--- src/rtl/jzjpcc_pkg.sv ---
// jzjpcc_pkg: shared constants and fetch packet type for the jzjpcc core
package jzjpcc_pkg;
  localparam logic [31:0] NOP_INSTRUCTION = 32'h0000_0013;
  localparam logic [31:0] DEFAULT_RESET_PC = 32'h0000_0000;
  typedef struct packed {
    logic [31:0] instruction;
    logic [31:0] pc;
  } fetch_packet_t;
endpackage

--- src/rtl/jzjpcc_fetch_skid.sv ---
// jzjpcc_fetch_skid: single-entry holding register for fetched instructions
module jzjpcc_fetch_skid
  import jzjpcc_pkg::*;
(
  input  logic          clock,
  input  logic          reset_n,
  input  logic          push,
  input  logic          pop,
  input  logic          clear,
  input  fetch_packet_t data_in,
  output logic          valid,
  output fetch_packet_t data_out
);
  // clear beats push beats pop; a push may replace an entry only while it is popped
  always_ff @(posedge clock or negedge reset_n)
    if (!reset_n) begin
      valid <= 1'b0;
      data_out <= '{instruction: NOP_INSTRUCTION, pc: 32'h0};
    end else begin
      assert (clear || !push || !valid || pop);
      if (clear) valid <= 1'b0;
      else if (push) begin
        valid <= 1'b1;
        data_out <= data_in;
      end else if (pop) valid <= 1'b0;
    end
endmodule

--- src/rtl/jzjpcc_fetch_stage.sv ---
// jzjpcc_fetch_stage: fetch PC, imem interface, skid buffer and decode register
module jzjpcc_fetch_stage
  import jzjpcc_pkg::*;
#(
  parameter logic [31:0] RESET_PC = DEFAULT_RESET_PC
) (
  input  logic        clock,
  input  logic        reset_n,
  output logic [31:2] imem_addr,
  output logic        imem_rden,
  input  logic [31:0] imem_data,
  input  logic        stall_decode,
  input  logic        redirect,
  input  logic [31:0] redirect_target,
  output logic [31:0] instruction_decode,
  output logic [31:0] pc_decode,
  output logic        valid_decode
);
  logic [31:0] pc_fetch;
  logic inflight_valid;
  logic [31:0] inflight_pc;
  logic skid_valid;
  fetch_packet_t skid_packet, return_packet, decode_packet, next_packet;
  logic draining, issue, skid_push, skid_pop;
  assign draining = skid_valid && !stall_decode;
  assign issue = reset_n && !redirect && !stall_decode && (!skid_valid || draining);
  assign skid_push = inflight_valid && !redirect && (stall_decode || skid_valid);
  assign skid_pop = draining && !redirect;
  assign return_packet = '{instruction: imem_data, pc: inflight_pc};
  assign imem_addr = pc_fetch[31:2];
  assign imem_rden = issue;
  assign instruction_decode = decode_packet.instruction;
  assign pc_decode = decode_packet.pc;
  jzjpcc_fetch_skid u_skid (
    .clock(clock),
    .reset_n(reset_n),
    .push(skid_push),
    .pop(skid_pop),
    .clear(redirect),
    .data_in(return_packet),
    .valid(skid_valid),
    .data_out(skid_packet)
  );
  // oldest available instruction goes to decode; a bubble keeps the old pc
  always_comb
    next_packet = skid_valid ? skid_packet
                : inflight_valid ? return_packet
                : fetch_packet_t'{instruction: NOP_INSTRUCTION, pc: decode_packet.pc};
  // fetch pc advances on issue; the in-flight tag follows the read one cycle behind
  always_ff @(posedge clock or negedge reset_n)
    if (!reset_n) begin
      pc_fetch <= RESET_PC;
      inflight_valid <= 1'b0;
      inflight_pc <= 32'h0;
    end else begin
      inflight_valid <= issue;
      if (issue) inflight_pc <= pc_fetch;
      pc_fetch <= redirect ? (redirect_target & ~32'd3) : issue ? pc_fetch + 32'd4 : pc_fetch;
    end
  // decode register: redirect inserts a bubble, stall holds, otherwise load next
  always_ff @(posedge clock or negedge reset_n)
    if (!reset_n) begin
      decode_packet <= '{instruction: NOP_INSTRUCTION, pc: 32'h0};
      valid_decode <= 1'b0;
    end else if (redirect) begin
      decode_packet.instruction <= NOP_INSTRUCTION;
      valid_decode <= 1'b0;
    end else if (!stall_decode) begin
      decode_packet <= next_packet;
      valid_decode <= skid_valid || inflight_valid;
    end
endmodule

--- config.mk ---
export PLATFORM = sky130hd
export DESIGN_NAME = jzjpcc_fetch_stage
export DESIGN_NICKNAME = d
export VERILOG_FILES = /design/src/rtl/jzjpcc_pkg.sv /design/src/rtl/jzjpcc_fetch_skid.sv /design/src/rtl/jzjpcc_fetch_stage.sv
export SDC_FILE = /design/constraint.sdc
export NUM_CORES = 1
export LEC_CHECK = 0
export CAP_MARGIN = 20
export CELL_PAD_IN_SITES_DETAIL_PLACEMENT = 0
export CELL_PAD_IN_SITES_GLOBAL_PLACEMENT = 1
export CORE_MARGIN = 4
export CORE_UTILIZATION = 41
export CTS_CLUSTER_DIAMETER = 50
export DETAILED_ROUTE_END_ITERATION = 12
export PLACE_DENSITY = 0.91
export SLEW_MARGIN = 20
export SYNTH_ARGS = -nofsm -noshare
export SYNTH_HDL_FRONTEND = slang
export SYNTH_HIERARCHICAL = 1
export SYNTH_SLANG_ARGS = --single-unit
--- constraint.sdc ---
create_clock -name clock -period 2.1 [get_ports clock]
set_input_delay 0.21 -clock clock [delete_from_list [all_inputs] [get_ports clock]]
set_output_delay 0.21 -clock clock [all_outputs]
set_load 0.05 [all_outputs]
==> impl_metrics.py <==
metrics = {
    "clock_network": {
        "htree_levels": 4,
        "cts_setup_buffers": 0,
        "clk_latency_ns": 0.43,
        "cts_buffers": 17,
        "cts_tree": "done",
        "numClockSinks": 191,
        "cts_buffer_depth": 2,
        "clkTransAtPathRegs_ns": 0.07,
        "root_buffer": "clkbuf_16",
    },
    "die": {
        "start_util_pct": 42.3,
        "io_pins": 164,
        "die_x_um": 154,
        "design.die.area_mm2": 0.0236,
        "core_mm2": 0.0206,
        "dieHeight_um": 154,
        "rows": 52,
    },
    "power_and_ir_drop": {
        "p_leak_nw": 5.20,
        "power_density_mw_per_mm2": 815,
        "power_mw": 9.32,
        "irDropWorstVdd_mv": 0.493,
    },
    "setup_path": {
        "cp-start-kind": "primary input",
        "arrival_ns": 1.83,
        "cp_max_fo": 24,
        "r2r_end": "pc_fetch[31]",
        "crit_top_cell": "buf_4",
        "slowest_stage": "or3b_4",
        "r2r_cells": 5,
        "crit_chain": "clkdlybuf4s50_1 > or3b_4 > inv_2 > buf_4 > buf_4",
        "crit_start": "stall_decode",
        "end_kind": "output port",
        "worstPathRequired_ns": 1.89,
        "r2r_start": "pc_fetch[22]",
        "cp-endpoint": "imem_rden",
        "slowest_delay_ns": 0.48,
        "path_class": "in -> out",
        "ff2ff_setup_slack_ns": 0.16,
    },
    "synthesis": {
        "yosysSeqAreaShare_pct": 55.1,
        "netlist-cell-type-count": 48,
        "syn_avg_cell_area_um2": 10.5,
        "syn_inst": 825,
        "synth-warning-count": 6,
        "synth_edf_count": 0,
        "synth_seq_cells": 191,
        "synthArstFlopShare_pct": 100,
        "synth_flop_cell": "dfrtp_1",
        "synth_area_mm2": 0.00869,
    },
    "timing": {
        "setup_viol": 0,
        "timing.slew.headroom_pct": 50.4,
        "fmax_mhz": 490,
        "rsz0062_at_grt": "false",
        "period_share_pct": 97.2,
        "finalHoldViolCount": 0,
        "slew_viol_final": 0,
        "period_needed_ns": 2.04,
        "final.setup.worst_slack_ns": 0.0583,
        "fin_worst_skew_ns": 0.0108,
        "worstMarginPinSlew_ns": 0.744,
    },
    "place": {
        "dp_cells": 1265,
        "portBuffers": 161,
        "gp_congestion": 0.871,
        "place_area_mm2": 0.0108,
        "pre_cts_ws_ns": -0.195,
        "place_hpwl_mm": 16.4,
    },
    "global_routing": {
        "first_global_vias": 7220,
        "track_usage_pct": 20.3,
        "grt_overflow_total": 0,
        "grt_max_degree": 139,
        "antenna_found_initial": 0,
        "grt_pass1_wl_mm": 39.2,
    },
    "run": {
        "cap_violations": 0,
    },
    "layout": {
        "layout.nets": 1084,
        "most-common-layout-cells": "nand2_1, dfrtp_1, clkdlybuf4s50_1",
        "register_area_mm2": 0.00479,
        "fillCellCount": 1796,
        "antenna_cells": 0,
        "synthToLayoutAreaGrowth_pct": 31.7,
        "drive_gt1_share_pct": 18.0,
        "final_common_cell": "nand2_1",
        "final-instance-count-excl-fill": 1298,
        "fin_area_mm2": 0.0114,
        "multi_input_area_mm2": 0.00355,
    },
    "route": {
        "drtIter0Drc": 566,
        "drc": 0,
        "postRouteAntennaNets": 0,
        "vias_per_cell": 5.42,
        "drt-total-wl_mm": 23.8,
        "post_drt_wl_per_cell_um": 18.3,
        "drt_first_pass_iters": 4,
        "vias": 7032,
    },
    "status": {
        "status": "completed",
    },
    "hold_path": {
        "hold_path_depth": 3,
        "min-delay-path-class": "in -> reg",
        "hold_start": "redirect_target[2]",
    },
}
## metal layers
metal	up-vias	global-route usage (%)	part of all wire, %
li1	3272	-	-
met1	3493	29.3	46
met2	232	30.7	46
met3	35	3.79	5.4
met4	0	7.28	1.9
met5	-	0	0
## per-stage QoR
stage                     hold slack, ns  utilization, %  setup TNS [ns]
after floorplan                  -0.0856               -               0
after global placement             0.366            52.7           -3.04
after detailed placement           0.356            52.7           -5.77
after CTS                          0.332            55.6               0
after global routing               0.362            55.7               0
final                              0.343            55.7               0
## cell families (layout without fill, tap and decap cells)
family	Yosys count	in the layout	synth area share, %
mux	67	67	11.3
buf+inv	63	265	4.20
compound gates	177	177	12.8
xor+xnor	5	5	0.504
simple gates	320	320	15.9
other cells	1	2	0.0432
flops	191	191	55.1
fa+ha+maj	1	1	0.144
## final cells by class
class / count / share of cell area, %
well taps: 270 / 2.95
flip-flops and latches: 191 / 41.9
clock inverters: 15 / 1.37
repair buffers: 224 / 18.7
inverters: 9 / 0.295
clock buffers: 17 / 3.72
multi-input cells: 572 / 31.1
## sequential cells by signal, summed over array words and instances, names as in the netlist
| name | flops |
|---|---|
| inflight_pc | 30 |
| inflight_valid | 1 |
| instruction_decode | 32 |
| pc_decode | 32 |
| pc_fetch | 30 |
| u_skid/data_out | 64 |
| u_skid/valid | 1 |
| valid_decode | 1 |
## Yosys cell counts (7+ instances only)
| cell | number | area [µm²] |
|---|---|---|
| a21oi_1 | 34 | 170 |
| a22oi_1 | 33 | 248 |
| buf_12 | 7 | 140 |
| clkbuf_1 | 40 | 150 |
| dfrtp_1 | 185 | 4630 |
| inv_1 | 8 | 30.0 |
| mux2_4 | 60 | 901 |
| nand2_1 | 216 | 811 |
| nand3_1 | 25 | 125 |
| nand4_1 | 7 | 43.8 |
| nor2_1 | 41 | 154 |
| o211ai_1 | 12 | 90.1 |
| o21ai_0 | 45 | 225 |
| o22ai_1 | 31 | 194 |
| o311ai_0 | 10 | 87.6 |
## critical path: cells and delay by family
family | cells | cell delay [ns]
buf+inv | 4 | 1.13
simple gates | 1 | 0.48
## worst min-delay path by stage
stage	to	slack, ns
6_report	pc_fetch[2]	0.34
5_1_grt	pc_fetch[23]	0.36
4_1_cts	pc_fetch[2]	0.33
3_5_place_dp	pc_decode[5]	0.36
3_3_place_gp	inflight_pc[4]	0.37
2_1_floorplan	inflight_pc[10]	-0.09
## power breakdown
group          switching (mW)  internal [mW]  leakage (nW)  total (mW)
combinational           0.885          0.798          2.43        1.68
sequential              0.343           4.12          2.48        4.46
clock                    1.57           1.60         0.283        3.18
total                    2.80           6.52          5.20        9.32
## repair_timing
item,in CTS,in global routing
endpoints found under the setup margin,1,3
hold buffers,1,0
gates resized for setup,1,2
endpoints found under the hold margin,17,0
Power figures use the tool's default switching activity.
